<file path="src/rtl/brick_wall_engine.sv">
// Brick wall for breakout: per-frame ball hit test over a ROWS x COLS grid, optional wall drop, erase/draw pixel stream.
// Defining BRICK_SCORE_EN adds a saturating destroyed-brick counter on port score.
module brick_wall_engine #(
  parameter int COLS       = 5,
  parameter int ROWS       = 1,
  parameter int BRICK_W    = 8,
  parameter int BRICK_H    = 2,
  parameter int X0         = 15,
  parameter int Y0         = 30,
  parameter int X_PITCH    = 30,
  parameter int Y_PITCH    = 6,
  parameter int HITS       = 1,
  parameter int LOWER_STEP = 10,
  parameter int FLOOR_Y    = 108,
  parameter int SCREEN_W   = 160,
  parameter int SCREEN_H   = 120
) (
  input  logic        clock,
  input  logic        resetn,
  input  logic        start,
  input  logic [7:0]  ball_x,
  input  logic [7:0]  ball_y,
  input  logic        lower,
  input  logic        plot_ready,
  output logic        plot_valid,
  output logic [7:0]  plot_x,
  output logic [7:0]  plot_y,
  output logic [2:0]  plot_colour,
  output logic        bounce,
  output logic [7:0]  bricks_left,
  output logic        wall_reached,
  output logic        busy,
`ifdef BRICK_SCORE_EN
  output logic [15:0] score,
`endif
  output logic        done
);
  localparam int N   = ROWS * COLS;
  localparam int IW  = (N > 1) ? $clog2(N) : 1;
  localparam int RW  = (ROWS > 1) ? $clog2(ROWS) : 1;
  localparam int CW  = (COLS > 1) ? $clog2(COLS) : 1;
  localparam int PXW = $clog2(BRICK_W);
  localparam int PYW = (BRICK_H > 1) ? $clog2(BRICK_H) : 1;

  localparam logic [2:0] S_IDLE  = 3'd0;
  localparam logic [2:0] S_CHECK = 3'd1;
  localparam logic [2:0] S_ERASE = 3'd2;
  localparam logic [2:0] S_DRAW  = 3'd3;
  localparam logic [2:0] S_DONE  = 3'd4;

  function automatic logic [2:0] colour_of(input logic [1:0] h);
    case (h)
      2'd0:    colour_of = 3'b000;
      2'd1:    colour_of = 3'b010;
      2'd2:    colour_of = 3'b110;
      default: colour_of = 3'b100;
    endcase
  endfunction

  logic [2:0]     state_q, state_d;
  logic [1:0]     hits_q [N];
  logic [1:0]     hits_d [N];
  logic [7:0]     offset_q, offset_d, ball_x_q, ball_x_d, ball_y_q, ball_y_d;
  logic           lower_q, lower_d;
  logic [IW-1:0]  idx_q, idx_d, nxt_idx_s;
  logic [RW-1:0]  row_q, row_d, nxt_row_s;
  logic [CW-1:0]  col_q, col_d, nxt_col_s;
  logic [PXW-1:0] px_q, px_d;
  logic [PYW-1:0] py_q, py_d;
  logic           plot_valid_q, plot_valid_d;
  logic [7:0]     plot_x_q, plot_x_d, plot_y_q, plot_y_d;
  logic [2:0]     plot_colour_q, plot_colour_d;
  logic           bounce_q, bounce_d, wall_q, wall_d, busy_q, busy_d, done_q, done_d;
  logic [7:0]     left_q, left_d;
`ifdef BRICK_SCORE_EN
  logic [15:0]    score_q, score_d;
  assign score = score_q;
`endif

  logic [9:0] bx_s, by_s, pix_x_s, pix_y_s;
  logic [1:0] cur_hits_s;
  logic [8:0] offset_sum_s;
  logic       hit_s, last_brick_s, last_px_s, can_adv_s, on_screen_s, reach_s;

  assign plot_valid   = plot_valid_q;
  assign plot_x       = plot_x_q;
  assign plot_y       = plot_y_q;
  assign plot_colour  = plot_colour_q;
  assign bounce       = bounce_q;
  assign bricks_left  = left_q;
  assign wall_reached = wall_q;
  assign busy         = busy_q;
  assign done         = done_q;

  // Geometry of the brick/pixel under the cursor, hit test and the wall-floor test.
  always_comb begin
    bx_s         = 10'(X0) + 10'(col_q) * 10'(X_PITCH);
    by_s         = 10'(Y0) + 10'(row_q) * 10'(Y_PITCH) + {2'b00, offset_q};
    pix_x_s      = bx_s + 10'(px_q);
    pix_y_s      = by_s + 10'(py_q);
    cur_hits_s   = hits_q[idx_q];
    hit_s        = (cur_hits_s != 2'd0) && !bounce_q &&
                   ({2'b00, ball_x_q} >= bx_s) && ({2'b00, ball_x_q} < bx_s + 10'(BRICK_W)) &&
                   ({2'b00, ball_y_q} >= by_s) && ({2'b00, ball_y_q} < by_s + 10'(BRICK_H));
    on_screen_s  = (pix_x_s < 10'(SCREEN_W)) && (pix_y_s < 10'(SCREEN_H));
    last_brick_s = (idx_q == IW'(N - 1));
    last_px_s    = (px_q == PXW'(BRICK_W - 1)) && (py_q == PYW'(BRICK_H - 1));
    can_adv_s    = !plot_valid_q || plot_ready;
    offset_sum_s = {1'b0, offset_q} + 9'(LOWER_STEP);
    nxt_idx_s    = idx_q + IW'(1);
    if (col_q == CW'(COLS - 1)) begin
      nxt_col_s = {CW{1'b0}};
      nxt_row_s = row_q + RW'(1);
    end else begin
      nxt_col_s = col_q + CW'(1);
      nxt_row_s = row_q;
    end
    reach_s = 1'b0;
    for (int r = 0; r < ROWS; r++) begin
      for (int c = 0; c < COLS; c++) begin
        if ((hits_q[IW'(r * COLS + c)] != 2'd0) &&
            (10'(Y0) + 10'(r * Y_PITCH) + {2'b00, offset_q} + 10'(BRICK_H - 1) >= 10'(FLOOR_Y))) begin
          reach_s = 1'b1;
        end else begin
          reach_s = reach_s;
        end
      end
    end
  end

  // Frame sequencer: next-state for FSM, brick state and the registered pixel output stage.
  always_comb begin
    state_d       = state_q;
    hits_d        = hits_q;
    offset_d      = offset_q;
    ball_x_d      = ball_x_q;
    ball_y_d      = ball_y_q;
    lower_d       = lower_q;
    idx_d         = idx_q;
    row_d         = row_q;
    col_d         = col_q;
    px_d          = px_q;
    py_d          = py_q;
    plot_x_d      = plot_x_q;
    plot_y_d      = plot_y_q;
    plot_colour_d = plot_colour_q;
    bounce_d      = bounce_q;
    wall_d        = wall_q;
    left_d        = left_q;
    done_d        = 1'b0;
`ifdef BRICK_SCORE_EN
    score_d       = score_q;
`endif
    if (plot_valid_q && plot_ready) begin
      plot_valid_d = 1'b0;
    end else begin
      plot_valid_d = plot_valid_q;
    end
    case (state_q)
      S_IDLE: begin
        if (start) begin
          ball_x_d = ball_x;
          ball_y_d = ball_y;
          lower_d  = lower;
          bounce_d = 1'b0;
          idx_d    = {IW{1'b0}};
          row_d    = {RW{1'b0}};
          col_d    = {CW{1'b0}};
          state_d  = S_CHECK;
        end else begin
          state_d = S_IDLE;
        end
      end
      S_CHECK: begin
        if (hit_s) begin
          hits_d[idx_q] = cur_hits_s - 2'd1;
          bounce_d      = 1'b1;
          if (cur_hits_s == 2'd1) begin
            left_d = left_q - 8'd1;
`ifdef BRICK_SCORE_EN
            if (score_q != 16'hFFFF) begin
              score_d = score_q + 16'd1;
            end else begin
              score_d = score_q;
            end
`endif
          end else begin
            left_d = left_q;
          end
        end else begin
          bounce_d = bounce_q;
        end
        if (last_brick_s) begin
          idx_d   = {IW{1'b0}};
          row_d   = {RW{1'b0}};
          col_d   = {CW{1'b0}};
          px_d    = {PXW{1'b0}};
          py_d    = {PYW{1'b0}};
          state_d = lower_q ? S_ERASE : S_DRAW;
        end else begin
          idx_d = nxt_idx_s;
          row_d = nxt_row_s;
          col_d = nxt_col_s;
        end
      end
      S_ERASE, S_DRAW: begin
        // Off-screen pixels still consume their cycle but never raise valid.
        if (can_adv_s) begin
          if (on_screen_s) begin
            plot_valid_d  = 1'b1;
            plot_x_d      = pix_x_s[7:0];
            plot_y_d      = pix_y_s[7:0];
            plot_colour_d = (state_q == S_ERASE) ? 3'b000 : colour_of(cur_hits_s);
          end else begin
            plot_valid_d = 1'b0;
          end
          if (px_q != PXW'(BRICK_W - 1)) begin
            px_d = px_q + PXW'(1);
          end else if (!last_px_s) begin
            px_d = {PXW{1'b0}};
            py_d = py_q + PYW'(1);
          end else if (!last_brick_s) begin
            px_d  = {PXW{1'b0}};
            py_d  = {PYW{1'b0}};
            idx_d = nxt_idx_s;
            row_d = nxt_row_s;
            col_d = nxt_col_s;
          end else begin
            px_d  = {PXW{1'b0}};
            py_d  = {PYW{1'b0}};
            idx_d = {IW{1'b0}};
            row_d = {RW{1'b0}};
            col_d = {CW{1'b0}};
            if (state_q == S_ERASE) begin
              offset_d = offset_sum_s[8] ? 8'hFF : offset_sum_s[7:0];
              state_d  = S_DRAW;
            end else begin
              state_d = S_DONE;
            end
          end
        end else begin
          state_d = state_q;
        end
      end
      S_DONE: begin
        if (can_adv_s) begin
          wall_d  = wall_q | reach_s;
          done_d  = 1'b1;
          state_d = S_IDLE;
        end else begin
          state_d = S_DONE;
        end
      end
      default: begin
        state_d = S_IDLE;
      end
    endcase
    busy_d = (state_d != S_IDLE);
  end

  // State and output registers.
  always_ff @(posedge clock or negedge resetn) begin
    if (!resetn) begin
      state_q <= S_IDLE;
      for (int i = 0; i < N; i++) hits_q[i] <= 2'(HITS);
      offset_q      <= 8'd0;
      ball_x_q      <= 8'd0;
      ball_y_q      <= 8'd0;
      lower_q       <= 1'b0;
      idx_q         <= {IW{1'b0}};
      row_q         <= {RW{1'b0}};
      col_q         <= {CW{1'b0}};
      px_q          <= {PXW{1'b0}};
      py_q          <= {PYW{1'b0}};
      plot_valid_q  <= 1'b0;
      plot_x_q      <= 8'd0;
      plot_y_q      <= 8'd0;
      plot_colour_q <= 3'b000;
      bounce_q      <= 1'b0;
      wall_q        <= 1'b0;
      busy_q        <= 1'b0;
      done_q        <= 1'b0;
      left_q        <= 8'(N);
`ifdef BRICK_SCORE_EN
      score_q       <= 16'd0;
`endif
    end else begin
      state_q       <= state_d;
      hits_q        <= hits_d;
      offset_q      <= offset_d;
      ball_x_q      <= ball_x_d;
      ball_y_q      <= ball_y_d;
      lower_q       <= lower_d;
      idx_q         <= idx_d;
      row_q         <= row_d;
      col_q         <= col_d;
      px_q          <= px_d;
      py_q          <= py_d;
      plot_valid_q  <= plot_valid_d;
      plot_x_q      <= plot_x_d;
      plot_y_q      <= plot_y_d;
      plot_colour_q <= plot_colour_d;
      bounce_q      <= bounce_d;
      wall_q        <= wall_d;
      busy_q        <= busy_d;
      done_q        <= done_d;
      left_q        <= left_d;
`ifdef BRICK_SCORE_EN
      score_q       <= score_d;
`endif
    end
  end
endmodule
</file>
<file path="config.mk">
export PLATFORM = sky130hd
export DESIGN_NAME = brick_wall_engine
export DESIGN_NICKNAME = d
export VERILOG_FILES = /design/src/rtl/brick_wall_engine.sv
export SDC_FILE = /design/constraint.sdc
export NUM_CORES = 1
export LEC_CHECK = 0
export BUFFER_PORTS_ARGS = -buffer_cell sky130_fd_sc_hd__buf_2
export CORE_AREA = 2 2 107 109
export DETAILED_ROUTE_END_ITERATION = 10
export DIE_AREA = 0 0 109 111
export HOLD_SLACK_MARGIN = 0.15
export PLACE_DENSITY = 0.73
export SLEW_MARGIN = 15
export SYNTH_ARGS = -nofsm -noshare
export SYNTH_HDL_FRONTEND = slang
export SYNTH_SLANG_ARGS = --single-unit
</file>
<file path="constraint.sdc">
create_clock -name clock -period 4.9 [get_ports clock]
set_input_delay 0.49 -clock clock [delete_from_list [all_inputs] [get_ports clock]]
set_output_delay 0.49 -clock clock [all_outputs]
set_load 0.03 [all_outputs]
</file>
Word level (Yosys, flattened, before mapping) --
Cells that the tools add are included.
Operators by class: magnitude comparators 9, eq/ne operators 16, multiplexer cells 59, $mul 2, $add $sub $neg 17, reduce and logical (&&, ||, !) cells 38, bitwise operators 3
Operators by type and width (number):
- 3-bit 2-to-1 mux | 21
- 3-bit case mux with 3 select lines | 3
- 1-bit 2-to-1 mux | 23
- 8-bit by 10-bit < comparator with 1-bit output | 2
- 8-bit by 9-bit greater-or-equal comparator with 1-bit output | 2
- 2-bit nonzero test | 7
- 1-bit logical AND | 13
- 3-bit == test, second input constant | 4
- 2-bit != test, second input constant | 6
- 3-bit case mux with 4 select lines | 1
- 3-bit AND reduction | 4
- 9-bit by 1-bit adder with 10-bit output | 1
- 9-bit by 1-bit adder with 10-bit output, second input constant | 1
- 9-bit by 2-bit adder with 10-bit output, second input constant | 1
- 9-bit by 3-bit adder with 10-bit output | 1
- 9-bit by 4-bit adder with 10-bit output, second input constant | 1
- 10-bit bitwise mux | 1
- 10-bit by 7-bit greater-or-equal comparator with 1-bit output, second input constant | 1
- 10-bit by 7-bit < comparator with 1-bit output, second input constant | 1
- 10-bit by 8-bit < comparator with 1-bit output, second input constant | 1
- 3-bit by 1-bit adder with 3-bit output, second input constant | 3
- 4-bit by 8-bit adder with 9-bit output, first input constant | 1
- 5-bit by 8-bit adder with 9-bit output, first input constant | 1
- 6-bit by 8-bit adder with 9-bit output | 1
- 34 further kinds | 43
Word-level totals: bits in registers 81, logic and storage cells 168, input port bits 21, output and inout port bits 32

Longest topological paths before layout --
depth after elaboration 12, mapped depth 19, depth with buffers taken out 19

Worst setup path after synthesis --
OpenSTA, ideal clock, no wires.
path kind flip-flop to flip-flop, start reg col_q[0], end reg hits_q[2] (netlist name), arrival time 5.045 ns, stages on the path, launching flop included 19, period minus slack after synthesis 5.127 ns, library setup time 0.082 ns, setup slack -0.227 ns, cells stage by stage dfrtp_1 -> inv_1 -> fa_1 -> inv_1 -> ha_1 -> fa_1 -> xor2_1 -> and3_1 -> nand4_1 -> and2_1 -> xor2_1 -> ha_1 -> a2111oi_0 -> nand2_1 -> o22a_1 -> a2111oi_4 -> nand2_1 -> nor4_2 -> mux2_2
On the way: longest elaborated chain between the ends 8, elaborated cells between the ends (all ways) 10, classes of those cells add/sub: 2; mul: 1; order compare: 2; reduce/logical: 5
Ends and longest elaborated chain:
- from (decl) | RTL line 67 | logic [CW-1:0] col_q, col_d, nxt_col_s;
- from (signal assigned) | RTL line 272 | col_q <= {CW{1'b0}};
- from (signal assigned) | RTL line 296 | col_q <= col_d;
- 3-bit by 4-bit multiplier with 7-bit output (*) | RTL line 97 | bx_s = 10'(X0) + 10'(col_q) * 10'(X_PITCH);
- 4-bit by 8-bit adder with 9-bit output (*) | RTL line 97
- 9-bit by 4-bit adder with 10-bit output / 8-bit by 9-bit greater-or-equal comparator with 1-bit output (equally long branches) | RTL line 103 | ({2'b00, ball_x_q} >= bx_s) && ({2'b00, ball_x_q} < bx_s + 10'(BRICK_W)) &&
- 8-bit by 10-bit < comparator with 1-bit output / 1-bit logical AND (equally long branches) | RTL line 103, 102
- 1-bit logical AND (*) (2 in a row) | RTL line 103
- 1-bit logical AND (*) | RTL line 104 | ({2'b00, ball_y_q} >= by_s) && ({2'b00, ball_y_q} < by_s + 10'(BRICK_H));
- 2-bit AND reduction (no source line) (*)
- to (signal assigned) | RTL line 289 | hits_q <= hits_d;
- to (decl) | RTL line 61 | logic [1:0] hits_q [N];
Mark *: on every way between the ends. The rest lies on a longest branch, timed or not. A chain may end at the register's enable or synchronous reset.

Final worst setup path --
start reg col_q[2], end reg hits_q[8] (netlist name)
The elaborated chain is that of the path after synthesis.

==> summary.txt <==
Status - completed
Tightest Pin Transition - 1.02 ns
Mean routed wirelength per cell - 16.4 um
Max-slew violation count - 0
Ranking of synthesized cells by area - dfrtp_1 32%, ha_1 13%, mux2_2 5.7%, xnor2_1 3.4%, dfstp_2 3.2%
Initial DRC Count - 168
Count of different cell masters after synthesis - 73
Most common cell in the synthesized netlist - dfrtp_1
Number of routed nets with antenna violations - 0
Root Driver - clkbuf_16
WL final - 13,000 um
Fraction of the mapped netlist area in adder cells - 15.0%
Number of synthesized flops with an enable pin - 0
Fin. Hold Viols - 0
CTS clk-pin slew, worst paths - 0.06 ns
Largest family of logic cells by synthesized area - simple AND/OR/NAND/NOR gates
PwrDens - 431 mW/mm^2
Number of synthesized register bits - 80
I/O Buffers - 51
Synth Area in XOR/XNOR - 6.49%
Mux cell area share after synthesis - 9.45%
Synthesis-to-layout area growth - 17.3%
Core area - 0.0111 sq mm
Largest net degree at the start of global routing - 81
Crit end category - register
Global-route wire length before repair - 21,400 um
DR vias - 4,497
IO Pins - 53
Peak supply drop - 0.353 mV
Initial antenna violation count - 0
Row cnt - 39
Clk_skew - 0.00813 ns
Leakage - 3.20 nW
Starting density of the core - 51.9%
Crit start category - register
Leading area contributor after synthesis - dfrtp_1
DRC violations left - 0
Final setup vio count - 0
Yosys top cell area share - 31.8%
Setup_tns - 0 ns
Simple-Gate Fraction of Synth Area - 17.2%
Slew headroom - 32.1%
Slack of the critical path - 0.0264 ns
Htree depth - 3
Clock Tree Buf Depth - 2
RSZ-0062 raised after global routing - true
Vias per cell - 5.68
Tcrit/Tclk final - 99.5%
CP max FO - 8
R2r setup slk - 0.03 ns
DP Worst Slack - -0.0871 ns
Worst EP arrival - 5.15 ns
Vias in the first global route - 4,460
Async SR Flop Fraction - 100%
Syn Nets - 655
DR pass1 iterations - 5
Worst r2r path cells - 19
Post-synth top cells - 73 x dfrtp_1, 61 x ha_1, 44 x inv_1
Post-Syn Area - 0.00575 sq mm
Required @ worst endpoint - 5.18 ns
Minimum clock period - 4.87 ns
YS warnings - 0
Fraction of layout cells with a size suffix above 1 - 27.4%
Crit path kind - reg -> reg
Post-synthesis sequential area ratio - 35.0%
Worst-skew pair later-pin latency - 0.35 ns
Average cell area after synthesis - 10.1 sq um
Worst min-delay path class - in -> async
# diodes - 0
Overflow after GRT - 0
TritonCTS clock tree - yes
Hold WS - 0.264 ns
Global Route Usage Sum - 22.3%
CTS sink count - 80
FF-to-FF End - hits_q[8]
Cts bufs inserted - 9
Fin util - 60.9%
Max_cap viols - 0
Peak Freq - 205 MHz
Cells after Synth - 568
Final #Nets - 731
Dpl hpwl - 9760 um
Compound-Gate Fraction of Synth Area - 12.6%
Synth Flop Type - dfrtp_1
Reg2reg start - col_q[2]
Die Y - 111 um
Hold buffer count at CTS - 0
Width of the die - 109 um
Die Area - 0.0121 sq mm
Routability-driven placement congestion ratio - 0.847
==> worst max-delay path by stage <==
stage,cells after the start,startpoint,to,slack [ns]
detailed placement,18,col_q[0],hits_q[8],-0.09
global placement,18,col_q[0],hits_q[8],0.06
floorplan,18,col_q[0],hits_q[8],0.002
CTS,18,col_q[0],hits_q[8],-0.03
global route,17,col_q[2],hits_q[8],-0.17
finish,19,col_q[2],hits_q[8],0.03
==> cell type report <==
class / count / area, sq um
Clock inverter: 4 / 28.8
Inverter: 45 / 169
Tap cell: 143 / 179
Fill cell: 879 / 4330
Clock buffer: 12 / 256
Sequential cell: 80 / 2010
Multi-Input combinational cell: 427 / 3610
Timing Repair Buffer: 81 / 483
==> layout by cell type, fill, tap and decap left out, drive strengths merged, types with 7 or more instances in the layout <==
cell type / Yosys / layout
mux2i: 7 / 7
nor3: 11 / 11
nor2: 33 / 33
or3: 8 / 8
mux2: 36 / 36
a2111oi: 8 / 8
o21ai: 19 / 19
nor2b: 11 / 11
a21oi: 30 / 30
buf: 7 / 81
xnor2: 24 / 24
xor2: 16 / 16
nand2: 36 / 36
clkbuf: 9 / 12
inv: 45 / 45
nand2b: 12 / 12
dfstp: 7 / 7
nand3: 25 / 25
dfrtp: 73 / 73
nor4: 10 / 10
ha: 61 / 61
==> critical path: stages, from the launching register on <==
cell,delay (ns)
dfrtp_1,0.37
inv_2,0.05
fa_1,0.55
inv_2,0.06
ha_4,0.17
fa_2,0.42
xor2_4,0.19
and3_4,0.19
nor2_4,0.16
buf_4,0.13
nand3_1,0.10
xor2_1,0.16
ha_2,0.20
a2111oi_4,0.26
nand2_1,0.08
o22a_1,0.25
a2111oi_4,0.43
o2111ai_4,0.31
nor4b_4,0.39
mux2_4,0.33
==> routing by layer <==
metal | GRT usage (%) | vias to the layer above | wire length, um
met4 | 5.64 | 0 | 202
met3 | 5.23 | 17 | 539
li1 | - | 2191 | -
met2 | 36.5 | 89 | 6350
met5 | 0 | - | 0
met1 | 29.6 | 2200 | 5890
==> where the power goes <==
| part | internal, mW | switching (mW) |
|---|---|---|
| Clock | 0.371 | 0.272 |
| Combinational | 0.641 | 0.784 |
| Sequential | 0.745 | 0.0910 |
==> kinds of logic (layout without fill, tap and decap cells) <==
kind of cell | Yosys count | after routing
AND/OR/NAND/NOR | 175 | 175
other | 1 | 1
multiplexers | 46 | 46
XOR/XNOR | 40 | 40
AO/OA/AOI/OAI | 99 | 99
flip-flops | 80 | 80
adder cells (fa/ha/maj) | 66 | 66
buffers and inverters | 61 | 142
==> per-stage QoR <==
step | power (mW) | area, sq um | instances
after CTS | 2.77 | 6590 | 784
after global routing | 3.11 | 6740 | 792
after detailed placement | 2.11 | 6310 | 768
after global placement | 2.06 | 6310 | 768
after floorplan | 1.73 | 5780 | 568
final | 2.90 | 6740 | 792
==> timing repair <==
action / CTS / global route
setup endpoints to repair: 2 / 18
resized for setup: 0 / 19
endpoints found under the hold margin: 0 / 0
buffers inserted: 0 / 8
cloned: 0 / 0
pin swaps: 3 / 15
==> state kept, by name (all words and copies together) (netlist names), 2 cells and up <==
name	flops
ball_x_q	8
ball_y_q	8
bricks_left	8
col_q	3
hits_q	10
idx_q	3
offset_q	8
plot_colour	2
plot_x	8
plot_y	8
px_q	3
state_q	3
Note: power is estimated with default switching activity, not from simulation.
